===== src/rtl/vga_pattern.sv =====
`default_nettype none
// ============================================================================
//  Module   : vga_pattern
//  Purpose  : Test-pattern pixel stage that sits after the VGA timing
//             generator. It registers the incoming position and syncs, then
//             drives 3-3-2 RGB and re-timed syncs to the board pins. There
//             are four patterns: colour bars, checker, gradient, and a
//             bouncing box. Pipeline latency is 2 clocks.
//  Options  : VGA_PATTERN_BORDER_EN - overlay a 1-pixel white border on the
//             edge of the visible area (this overrides every pattern).
//  Revision : 1.0 - initial release
// ============================================================================
module vga_pattern #(
  parameter int H_ACTIVE = 1600,
  parameter int V_ACTIVE = 1200,
  parameter int BOX_SIZE = 64,
  parameter int BOX_STEP = 4
) (
  input  logic        CLK,
  input  logic        RST_N,
  input  logic [12:0] H_IN,
  input  logic [12:0] V_IN,
  input  logic        HSYNC_IN,
  input  logic        VSYNC_IN,
  input  logic        ACTIVE_IN,
  input  logic [1:0]  MODE,
  output logic        HSYNC,
  output logic        VSYNC,
  output logic [2:0]  RED,
  output logic [2:0]  GREEN,
  output logic [1:0]  BLUE,
  output logic        FRAME
);

  localparam logic [12:0] c_xmax   = 13'(H_ACTIVE - BOX_SIZE);
  localparam logic [12:0] c_ymax   = 13'(V_ACTIVE - BOX_SIZE);
  localparam logic [12:0] c_step   = 13'(BOX_STEP);
  localparam logic [13:0] c_size   = 14'(BOX_SIZE);
  localparam logic [12:0] c_v_evt  = 13'(V_ACTIVE);
  localparam logic [7:0]  c_white  = 8'hFF;
  localparam logic [7:0]  c_box_bg = 8'h01;

  // Frame-level state, updated only on the frame-start event
  logic [1:0]  r_mode;
  logic [7:0]  r_frame_cnt;
  logic [12:0] r_box_x;
  logic [12:0] r_box_y;
  logic        r_x_neg;      // 1 = box moving toward smaller x
  logic        r_y_neg;
  logic        r_frame;

  // Stage 1 registers
  logic [12:0] r_h1;
  logic [2:0]  r_v1_hi;      // V[7:5], the only vertical bits the patterns use
  logic        r_act1;
  logic        r_hs1;
  logic        r_vs1;
  logic        r_hit1;

  // Stage 2 (output) registers
  logic        r_hs2;
  logic        r_vs2;
  logic [7:0]  r_rgb2;

  logic        w_frame_evt;
  logic        w_hit;
  logic [13:0] w_x_nxt;      // {new direction, new position}
  logic [13:0] w_y_nxt;
  logic [2:0]  w_bar_k;
  logic [7:0]  w_rgb;

  // Each axis bounces between 0 and lim, clamping so it never overshoots
  function automatic logic [13:0] f_bounce(input logic [12:0] pos,
                                           input logic        neg,
                                           input logic [12:0] lim);
    logic [13:0] res;
    if (!neg) begin
      if (pos + c_step >= lim) res = {1'b1, lim};
      else                     res = {1'b0, pos + c_step};
    end else begin
      if (pos <= c_step) res = {1'b0, 13'd0};
      else               res = {1'b1, pos - c_step};
    end
    return res;
  endfunction

  // The first blanking line, column 0, marks the frame boundary
  assign w_frame_evt = (H_IN == 13'd0) && (V_IN == c_v_evt);
  assign w_x_nxt     = f_bounce(r_box_x, r_x_neg, c_xmax);
  assign w_y_nxt     = f_bounce(r_box_y, r_y_neg, c_ymax);

  // The box hit test uses only registered box state, so it cannot tear mid-frame
  assign w_hit = ({1'b0, H_IN} >= {1'b0, r_box_x}) &&
                 ({1'b0, H_IN} <  ({1'b0, r_box_x} + c_size)) &&
                 ({1'b0, V_IN} >= {1'b0, r_box_y}) &&
                 ({1'b0, V_IN} <  ({1'b0, r_box_y} + c_size));

  // Per-frame state: latch mode, advance counter and box, pulse FRAME
  always_ff @(posedge CLK or negedge RST_N) begin
    if (!RST_N) begin
      r_mode      <= 2'd0;
      r_frame_cnt <= 8'd0;
      r_box_x     <= 13'd0;
      r_box_y     <= 13'd0;
      r_x_neg     <= 1'b0;
      r_y_neg     <= 1'b0;
      r_frame     <= 1'b0;
    end else begin
      r_frame <= w_frame_evt;
      if (w_frame_evt) begin
        r_mode      <= MODE;
        r_frame_cnt <= r_frame_cnt + 8'd1;
        r_box_x     <= w_x_nxt[12:0];
        r_x_neg     <= w_x_nxt[13];
        r_box_y     <= w_y_nxt[12:0];
        r_y_neg     <= w_y_nxt[13];
      end
    end
  end

`ifdef VGA_PATTERN_BORDER_EN
  logic r_edge1;

  // Border flag travels with stage 1 so latency is unchanged
  always_ff @(posedge CLK or negedge RST_N) begin
    if (!RST_N) begin
      r_edge1 <= 1'b0;
    end else begin
      r_edge1 <= (H_IN == 13'd0) || (H_IN == 13'(H_ACTIVE - 1)) ||
                 (V_IN == 13'd0) || (V_IN == 13'(V_ACTIVE - 1));
    end
  end
`endif

  // Stage 1: capture position, syncs, active flag and box hit
  always_ff @(posedge CLK or negedge RST_N) begin
    if (!RST_N) begin
      r_h1    <= 13'd0;
      r_v1_hi <= 3'd0;
      r_act1  <= 1'b0;
      r_hs1   <= 1'b1;
      r_vs1   <= 1'b1;
      r_hit1  <= 1'b0;
    end else begin
      r_h1    <= H_IN;
      r_v1_hi <= V_IN[7:5];
      r_act1  <= ACTIVE_IN;
      r_hs1   <= HSYNC_IN;
      r_vs1   <= VSYNC_IN;
      r_hit1  <= w_hit;
    end
  end

  // Colour mux: bar index comes from constant thresholds, not a divider
  always_comb begin
    w_bar_k = 3'd0;
    for (int i = 1; i < 8; i++) begin
      if (r_h1 >= 13'(i * (H_ACTIVE / 8))) w_bar_k = 3'(i);
    end

    w_rgb = 8'h00;
    case (r_mode)
      2'd0:    w_rgb = {{3{w_bar_k[2]}}, {3{w_bar_k[1]}}, {2{w_bar_k[0]}}};
      2'd1:    w_rgb = (r_h1[5] ^ r_v1_hi[0]) ? c_white : 8'h00;
      2'd2:    w_rgb = {r_h1[7:5], r_v1_hi, r_frame_cnt[7:6]};
      default: w_rgb = r_hit1 ? c_white : c_box_bg;
    endcase

`ifdef VGA_PATTERN_BORDER_EN
    if (r_edge1) w_rgb = c_white;
`endif

    if (!r_act1) w_rgb = 8'h00;
  end

  // Stage 2: register the pixel together with the second sync delay
  always_ff @(posedge CLK or negedge RST_N) begin
    if (!RST_N) begin
      r_hs2  <= 1'b1;
      r_vs2  <= 1'b1;
      r_rgb2 <= 8'h00;
    end else begin
      r_hs2  <= r_hs1;
      r_vs2  <= r_vs1;
      r_rgb2 <= w_rgb;
    end
  end

  assign HSYNC = r_hs2;
  assign VSYNC = r_vs2;
  assign RED   = r_rgb2[7:5];
  assign GREEN = r_rgb2[4:2];
  assign BLUE  = r_rgb2[1:0];
  assign FRAME = r_frame;

endmodule
`default_nettype wire


===== config.mk =====
export PLATFORM = sky130hd
export DESIGN_NAME = vga_pattern
export DESIGN_NICKNAME = d
export VERILOG_FILES = /design/src/rtl/vga_pattern.sv
export SDC_FILE = /design/constraint.sdc
export NUM_CORES = 1
export LEC_CHECK = 0
export BUFFER_PORTS_ARGS = -buffer_cell sky130_fd_sc_hd__clkbuf_2
export CORE_MARGIN = 5
export CORE_UTILIZATION = 50
export DETAILED_ROUTE_END_ITERATION = 12
export PLACE_DENSITY = 0.72
export SLEW_MARGIN = 15
export SYNTH_ARGS = -nofsm -noshare
export SYNTH_HDL_FRONTEND = slang
export SYNTH_SLANG_ARGS = --single-unit

===== constraint.sdc =====
create_clock -name CLK -period 2.65 [get_ports CLK]
set_input_delay 0.265 -clock CLK [delete_from_list [all_inputs] [get_ports CLK]]
set_output_delay 0.265 -clock CLK [all_outputs]
set_load 0.01 [all_outputs]

Yosys cells after proc, flatten, opt, wreduce, memory -nomap -nowiden
Index checks and enable logic that the tools add are counted.
{ "totals": {"regBits": 69, "latchBits": 0, "ramBits": 0, "romBits": 0, "input_bits": 33, "wordCells": 65, "mem_count": 0} }
{ "op_classes": {"addsub": 7, "multipliers": 0, "n_div": 0, "order_cmp": 15, "n_eq_ne": 3, "shift": 0, "mux": 17, "bitwise": 1, "reduce_logical": 6} }
{ "ops": {"columns": ["operator", "count"], "rows": [
  ["$mux 14", 6],
  ["$ge 13x11->1 const B", 4],
  ["$ge 13x10->1 const B", 3],
  ["$add 13x7->14 const B", 2],
  ["$lt 13x14->1", 2],
  ["$add 13x3->13 const B", 2],
  ["$ge 13x13->1", 2],
  ["$le 13x3->1 const B", 2],
  ["$sub 13x3->13 const B", 2],
  ["$mux 8", 3],
  ["$pmux 8 s3", 1],
  ["$mux 3", 6],
  ["$eq 13x11->1 const B", 1],
  ["$ge 13x8->1 const B", 1],
  ["$ge 13x9->1 const B", 1],
  ["$logic_not 13->1", 1],
  ["$add 8x1->8 const B", 1],
  ["$logic_and 1x1->1", 4],
  ["$eq 2x1->1 const B", 1],
  ["$eq 2x2->1 const B", 1],
  ["$logic_not 2->1", 1],
  ["$mux 1", 1],
  ["$xor 1x1->1", 1]
]} }

Depth between registers and ports, before layout
Gate-level depths: netlist of the first run.
{ "depth": {"ltp_word": 10, "ltp_mapped": 11, "depth_no_buf": 10} }

Worst setup path after synthesis of the first run
OpenSTA, ideal clock, no wires.
{ "synth_timing": {"path_type": "register -> register", "start": "register r_box_y[6]", "end": "register r_hit1", "arrival_time_ns": 2.509, "t_required_ns": 2.549, "setup_slack_ns": 0.041, "stages_incl_launch_ff": 12, "n_path_buf": 1, "period_less_slack_ns": 2.609, "cell_sequence": "dfrtp_1 -> clkbuf_1 -> inv_1 -> ha_1 -> inv_1 -> ha_1 -> a21o_1 -> a21o_1 -> a221o_1 -> a2111oi_0 -> nor3_1 -> nor4_1"} }
{ "synth_between": {"elab_chain_cells": 3, "elab_cells_between_ends": 5, "classes_between": "add/sub: 1; order compare: 2; reduce/logical: 2"} }
{ "synth_lines": {"columns": ["element", "line_no", "rtl"], "rows": [
  ["start, declared", "47", "logic [12:0] r_box_y;"],
  ["start signal, assigned", "115", "r_box_y <= w_y_nxt[12:0];"],
  ["$add 13x7->14 or $ge 13x13->1 (tied branches)", "96, 95", null],
  ["$lt 13x14->1 or $logic_and 1x1->1 (tied branches)", "96, 94", null],
  ["$logic_and 1x1->1 *", "95", "({1'b0, V_IN} >= {1'b0, r_box_y}) &&"],
  ["via w_hit", "66", "logic w_hit;"],
  ["end signal, assigned", "150", "r_hit1 <= w_hit;"],
  ["end, declared", "58", "logic r_hit1;"]
]} }
The timed path passes the listed nets; every way through them passes the cells marked *.
A chain may end at the register's enable or synchronous reset.

Worst setup path in the final report of the first run
{ "layout_timing": {"start": "register r_box_y[7]", "end": "register r_hit1"} }
Same word-level chain as after synthesis.

==> results of run 1 <==
[through the flow]
step           total power [W]  setup TNS (ns)
2_1_floorplan          0.00108               0
3_5_place_dp           0.00118               0
5_1_grt                0.00212         -0.0166
3_3_place_gp           0.00117               0
6_report               0.00202               0
4_1_cts                0.00204               0
[worst max-delay path, delay by kind of cell (launching register included)]
kind,cells,cell delay (ns)
AO/OA/AOI/OAI,4,0.94
adder cells (fa/ha/maj),2,0.55
buffers and inverters,2,0.11
flip-flops,1,0.41
AND/OR/NAND/NOR,2,0.40
[cell usage after synthesis (3+ instances only)]
library cell | instances | share of area
and4_1 | 3 | 0.0059
dfrtp_1 | 58 | 0.32
and3_1 | 4 | 0.0056
nand3_1 | 15 | 0.017
o21ai_0 | 38 | 0.042
nor4b_1 | 3 | 0.0059
a31oi_1 | 5 | 0.0070
nor4_1 | 11 | 0.015
nand4_1 | 9 | 0.013
o31a_1 | 6 | 0.012
xnor2_1 | 19 | 0.037
ha_1 | 47 | 0.13
o22ai_1 | 5 | 0.0070
o21a_1 | 3 | 0.0050
o211ai_1 | 5 | 0.0084
clkbuf_1 | 14 | 0.012
a32oi_1 | 5 | 0.0098
nor3_1 | 22 | 0.025
inv_1 | 26 | 0.022
a22oi_1 | 5 | 0.0084
o21ai_1 | 4 | 0.0045
or3_1 | 5 | 0.0070
a211oi_1 | 5 | 0.0084
xor2_1 | 3 | 0.0059
nor2_1 | 30 | 0.025
buf_2 | 9 | 0.010
dfstp_2 | 4 | 0.023
or4_1 | 4 | 0.0067
nand2_1 | 43 | 0.036
a21o_1 | 10 | 0.017
nor4_2 | 5 | 0.014
a21oi_1 | 30 | 0.033
[what timing repair did]
action | in CTS | in global routing
gates resized for setup | 0 | 5
buffers inserted | 0 | 3
endpoints found under the setup margin | 0 | 5
endpoints found under the hold margin | 2 | 0
hold buffers | 2 | 0
[logic make-up (layout without fill, tap and decap cells)]
family,count (synthesis),count (layout),share of synthesized area
xor+xnor,22,22,0.0429
flops,62,62,0.347
compound gates,146,146,0.215
simple gates,171,171,0.206
mux,2,2,0.00725
buf+inv,55,107,0.0510
fa+ha+maj,47,47,0.131
[flip-flops by register name, summed over array words and instances (netlist names), 2 cells and up]
| register | count |
|---|---|
| r_rgb2 | 8 |
| r_v1_hi | 3 |
| r_frame_cnt | 8 |
| r_h1 | 10 |
| r_mode | 2 |
| r_box_y | 11 |
| r_box_x | 11 |
[how the worst min path moves through the flow]
stage              start      to  slack, ns  cells after the start
6_report       ACTIVE_IN  r_act1       0.03                      1
3_5_place_dp       r_hs1   HSYNC       0.35                      0
2_1_floorplan      RST_N   FRAME      -0.03                      0
3_3_place_gp       r_vs1   VSYNC       0.35                      0
4_1_cts        ACTIVE_IN  r_act1       0.02                      1
5_1_grt        ACTIVE_IN  r_act1       0.02                      1
[power groups by stage]
stage	Sequential [W]	Clock, W	Combinational [W]
detailed placement	0.00101	0	0.000174
floorplan	0.00100	0	0.0000808
finish	0.000987	0.000858	0.000176
global placement	0.00100	0	0.000167
CTS	0.000987	0.000876	0.000177
global route	0.000989	0.000929	0.000201
[layer usage]
| layer | vias to the layer above | track usage |
|---|---|---|
| li1 | 1986 | - |
| met1 | 1946 | 0.274 |
| met2 | 129 | 0.333 |
| met3 | 20 | 0.0395 |
| met4 | 0 | 0.0648 |
| met5 | - | 0 |
[cell type report]
| type | count | area, sq um |
|---|---|---|
| clock inverters | 6 | 68.8 |
| fillers | 752 | 3630 |
| inverters | 29 | 109 |
| repair buffers | 62 | 375 |
| multi-input cells | 388 | 2710 |
| well taps | 108 | 135 |
| clock buffers | 10 | 138 |
| flip-flops and latches | 62 | 1560 |
==> results.json, run 1 <==
{
  "root_buffer": "clkbuf_8",
  "grt.total_usage": 0.204,
  "slew_viol_final": 0,
  "synth_cell_type_count": 67,
  "timing.slew.headroom": 0.486,
  "antenna_found_initial": 0,
  "dieArea_sq_um": 11000,
  "clock_sinks": 62,
  "yosysWarnings": 0,
  "p_comb_frac": 0.087,
  "ant_nets": 0,
  "firstDrtPassIters": 4,
  "finalCritPeriodShare": 0.945,
  "coreArea_sq_um": 8720,
  "layout_setup_ws_ns": 0.145,
  "worstSetupStartpointType": "register",
  "cpMaxStageDelayCell": "dfrtp_1",
  "antenna_cells": 0,
  "criticalPathCategory": "register to register",
  "routed-via-count": 4081,
  "core.rowCount": 34,
  "cts_tree": "yes",
  "netlist_instances": 505,
  "vias_per_cell": 6.14,
  "p_int_w": 0.00151,
  "tightest_slew_ns": 0.771,
  "wl_um": 11200,
  "setup_viol": 0,
  "final-hold-violation-count": 0,
  "grt_pass1_wl_um": 18600,
  "ys_seq_area_frac": 0.347,
  "port_buffers": 43,
  "area_delta_synth_final_pct": 13.5,
  "final_common_cell": "dfrtp_1",
  "met2_length_um": 5490,
  "initial_core_util": 0.515,
  "seqPwrFrac": 0.488,
  "final_cell_area_sq_um": 5090,
  "r2r_slack_ns": 0.15,
  "synth_area_sq_um": 4490,
  "syn_area_per_cell_sq_um": 8.89,
  "slowest_delay_ns": 0.41,
  "top_layer": "met4",
  "ir_drop_uv": 288,
  "clk_latency_ns": 0.34,
  "final_core_util": 0.584,
  "r2r_start": "r_box_y[7]",
  "period_needed_ns": 2.50,
  "place_area_sq_um": 4840,
  "wl_met3_um": 616,
  "cts_buffers": 9,
  "clock_path_buffers": 2,
  "drc": 0,
  "p_switching_w": 0.000512,
  "clkPwrFrac": 0.425,
  "htree_num_levels": 3,
  "grt_pass1_vias": 3786,
  "critPathMaxFanout": 4,
  "status": "finished clean",
  "cts.reportedPaths.clkPinSlew_ns": 0.08,
  "gp_congestion": 0.905,
  "preCtsSetupSlack_ns": 0.0871,
  "synth_async_sr_flop_share": 1.00,
  "worstRegToRegCells": 10,
  "synth_seq_cells": 62,
  "maxCapViolations": 0,
  "swShare": 0.254,
  "crit_path_end_kind": "register",
  "die_y_um": 105,
  "routedWlPerCell_um": 16.9,
  "min_path_type": "primary input to register",
  "crit_chain": "inv_2, ha_1, inv_1, ha_1, a21o_1, a21o_1, a221o_1, a2111oi_2, nor3_1, nor4_1",
  "drt_iter0_drc": 327,
  "grt_max_degree": 63,
  "timing.fmax_ghz": 0.399,
  "chipWidth_um": 105,
  "hold_slack_ns": 0.0340,
  "fin_nets": 632,
  "syn_nets": 585,
  "ios": 44,
  "leakagePower_nw": 2.21,
  "wl_met1_um": 4910,
  "crit_required_ns": 2.89,
  "clock_skew_ns": 0.0128,
  "synth_flop_cell": "dfrtp_1",
  "synth_edf_count": 0,
  "power-per-cell-area_nw_per_um2": 397,
  "arrival_ns": 2.75,
  "layout_common_cells": "57 x dfrtp_1, 47 x ha_1, 43 x nand2_1, 43 x clkbuf_2, 38 x o21ai_0",
  "final_cells": 665,
  "endpoint": "r_hit1",
  "rr_endpoint": "r_hit1",
  "overflow": 0,
  "hpwl_um": 8430,
  "startpoint": "r_box_y[7]",
  "dp.cells": 644,
  "layout-drive-gt1-share": 0.180
}
(Power assumes the default switching activity.)
==> run 2, diff against run 1 <==
Settings changed: ABC_AREA set to 1.
==> run 2 against run 1 <==
Compared with the run above: via count is 12% higher; largest cell class unchanged; register-to-register slack improved by 0.42 ns; synthesized area rose by 8.5%; largest power group is now clock; clock-buffer cell count rose by 3; critical endpoint unchanged.
==> results.json, run 2 <==
{
  "status": "finished clean",
  "synth_edf_count": 0,
  "core.rowCount": 36,
  "seq_area_sq_um": 1560,
  "antenna_found_initial": 0,
  "yosysTopAreaCellShare": 0.298,
  "dieArea_sq_um": 11800,
  "reg.largest.list": "r_box_x: 11 flops, r_box_y: 11 flops, r_h1: 10 flops",
  "power-per-cell-area_nw_per_um2": 394,
  "layout_common_cells": "153 x nand2_1, 92 x inv_1, 61 x nor2_1",
  "vias_per_cell": 5.34,
  "cts_resized": 0,
  "synth_flop_cell": "dfrtp_1",
  "grt_pass1_wl_um": 20600,
  "synth_area_leaders": "dfrtp_1 30%, ha_1 12%, nand2_1 12%",
  "preCtsSetupSlack_ns": 0.591,
  "synth_most_common_cell": "nand2_1",
  "htree_num_levels": 3,
  "ant_nets": 0,
  "synth_cell_type_count": 40,
  "synth_area_sq_um": 4870,
  "rsz0062_at_grt": "false",
  "startpoint": "r_box_x[7]",
  "final-hold-violation-count": 0,
  "synth_top_cell_by_area": "dfrtp_1",
  "timing.slew.headroom": 0.489,
  "yosysWarnings": 0,
  "cts.reportedPaths.clkPinSlew_ns": 0.08,
  "port_buffers": 43,
  "overflow": 0,
  "r2r_start": "r_box_x[7]",
  "firstDrtPassIters": 5,
  "cts_buffers": 9,
  "cts_tree": "yes",
  "slew_viol_final": 0,
  "synth_top_family_by_area": "simple AND/OR/NAND/NOR gates",
  "power.total_w": 0.00216,
  "grt_max_degree": 37,
  "die_y_um": 109,
  "synth_fa_ha_area_frac": 0.121,
  "clock_skew_ns": 0.0139,
  "fin_nets": 796,
  "initial_core_util": 0.505,
  "chipWidth_um": 109,
  "drc": 0,
  "wl_um": 12200,
  "routed-via-count": 4559,
  "leakagePower_nw": 2.84,
  "routedWlPerCell_um": 14.3,
  "synth_async_sr_flop_share": 1.00,
  "setup_viol": 0,
  "ios": 44,
  "synth-simple-area-share": 0.290,
  "finalCritPeriodShare": 0.785,
  "criticalPathCategory": "register to register",
  "clock_path_buffers": 2,
  "syn_area_per_cell_sq_um": 7.30,
  "hold_slack_ns": 0.0343,
  "synthTopCellsByCount": "153 x nand2_1, 92 x inv_1, 61 x nor2_1",
  "timing.fmax_ghz": 0.480,
  "synth_seq_cells": 62,
  "crit_required_ns": 2.90,
  "post_cts_buffers": 0,
  "tns_ns": 0,
  "hp-start": "ACTIVE_IN",
  "area_delta_synth_final_pct": 12.6,
  "final_common_cell": "nand2_1",
  "drt_iter0_drc": 290,
  "fillCellCount": 900,
  "synth_xor_area_frac": 0.0665,
  "worstSetupStartpointType": "register",
  "place_area_sq_um": 5220,
  "crit_path_end_kind": "register",
  "ys_seq_area_frac": 0.319,
  "maxCapViolations": 0,
  "period_needed_ns": 2.08,
  "muxShareOfSynthArea": 0,
  "gp_congestion": 0.952,
  "synth_compound_area_frac": 0.108,
  "clk_latency_ns": 0.35,
  "multi_input_area_sq_um": 2850,
  "final_cell_area_sq_um": 5490,
  "root_buffer": "clkbuf_8",
  "critPathMaxFanout": 5,
  "coreArea_sq_um": 9640,
  "grt_pass1_vias": 4389,
  "min_path_type": "primary input to register",
  "hpwl_um": 9500,
  "syn_nets": 747,
  "ir_drop_uv": 207,
  "layout-drive-gt1-share": 0.147,
  "netlist_instances": 667,
  "arrival_ns": 2.33,
  "tightest_slew_ns": 0.767,
  "clock_sinks": 62,
  "grt.total_usage": 0.221,
  "antenna_cells": 0,
  "layout_setup_ws_ns": 0.569
}
[run 2: changes by cell type after synthesis, sizes merged, moves of 12 or more]
cell	delta
a21oi	+16
clkbuf	-12
inv	+74
nand2	+120
nand3	+23
nand4	+13
nor2	+42
nor3	-13
nor4	-12
o21ai	-15
xnor2	-14
xor2	+29
[run 2: power by group]
group / leakage, nW / total [W] / internal (W) / switching, W
clock: 0.120 / 0.000994 / 0.000606 / 0.000388
combinational: 1.98 / 0.000190 / 0.0000705 / 0.000119
sequential: 0.743 / 0.000979 / 0.000968 / 0.0000111
[run 2: cells by family after synthesis]
family,Yosys count
buffers and inverters,115
adder cells (fa/ha/maj),47
AND/OR/NAND/NOR,311
XOR/XNOR,37
AO/OA/AOI/OAI,95
flip-flops,62
[run 2: final timing paths]
check | slack (ns) | cells after the start | to
max in group asynchronous | 1.38 | 3 | r_vs1
setup / recovery | 0.57 | 13 | r_hit1
hold / removal | 0.03 | 1 | r_act1
min in group asynchronous | 0.54 | 2 | r_hit1
hold reg to reg | 0.36 | 0 | HSYNC
setup reg to reg | 0.57 | 13 | r_hit1
[run 2: area by class of cell]
type	instances	area share
Sequential cell	62	0.284
Timing Repair Buffer	50	0.0524
Clock buffer	13	0.0308
Inverter	103	0.0714
Multi-Input combinational cell	490	0.520
Clock inverter	3	0.0119
Tap cell	133	0.0303
[run 2: critical path, stage by stage (launching register included)]
cell and delay (ns):
dfrtp_1 0.44, ha_1 0.26, nand2_1 0.10, nor2_1 0.14, nand2_1 0.08, xor2_1 0.15, ha_1 0.28, nand2_1 0.06
nor2_1 0.10, inv_1 0.06, nor3_1 0.13, nand2_1 0.07, nand2_1 0.08, nor2_1 0.04
[run 2: routing by layer]
metal	part of all wire	global-route usage
met5	0	0
met4	0.017	0.0721
met3	0.074	0.0432
met2	0.46	0.351
met1	0.45	0.305
[run 2: what timing repair did]
item,in CTS,in global routing
hold endpoints to repair,5,0
hold buffers,3,0
endpoints found under the setup margin,0,0
[run 2: metrics by stage]
step / util / std cells
after floorplan: - / 667
after global placement: 0.542 / 835
after detailed placement: 0.542 / 835
after CTS: 0.569 / 854
after global routing: 0.569 / 854
final: 0.569 / 854
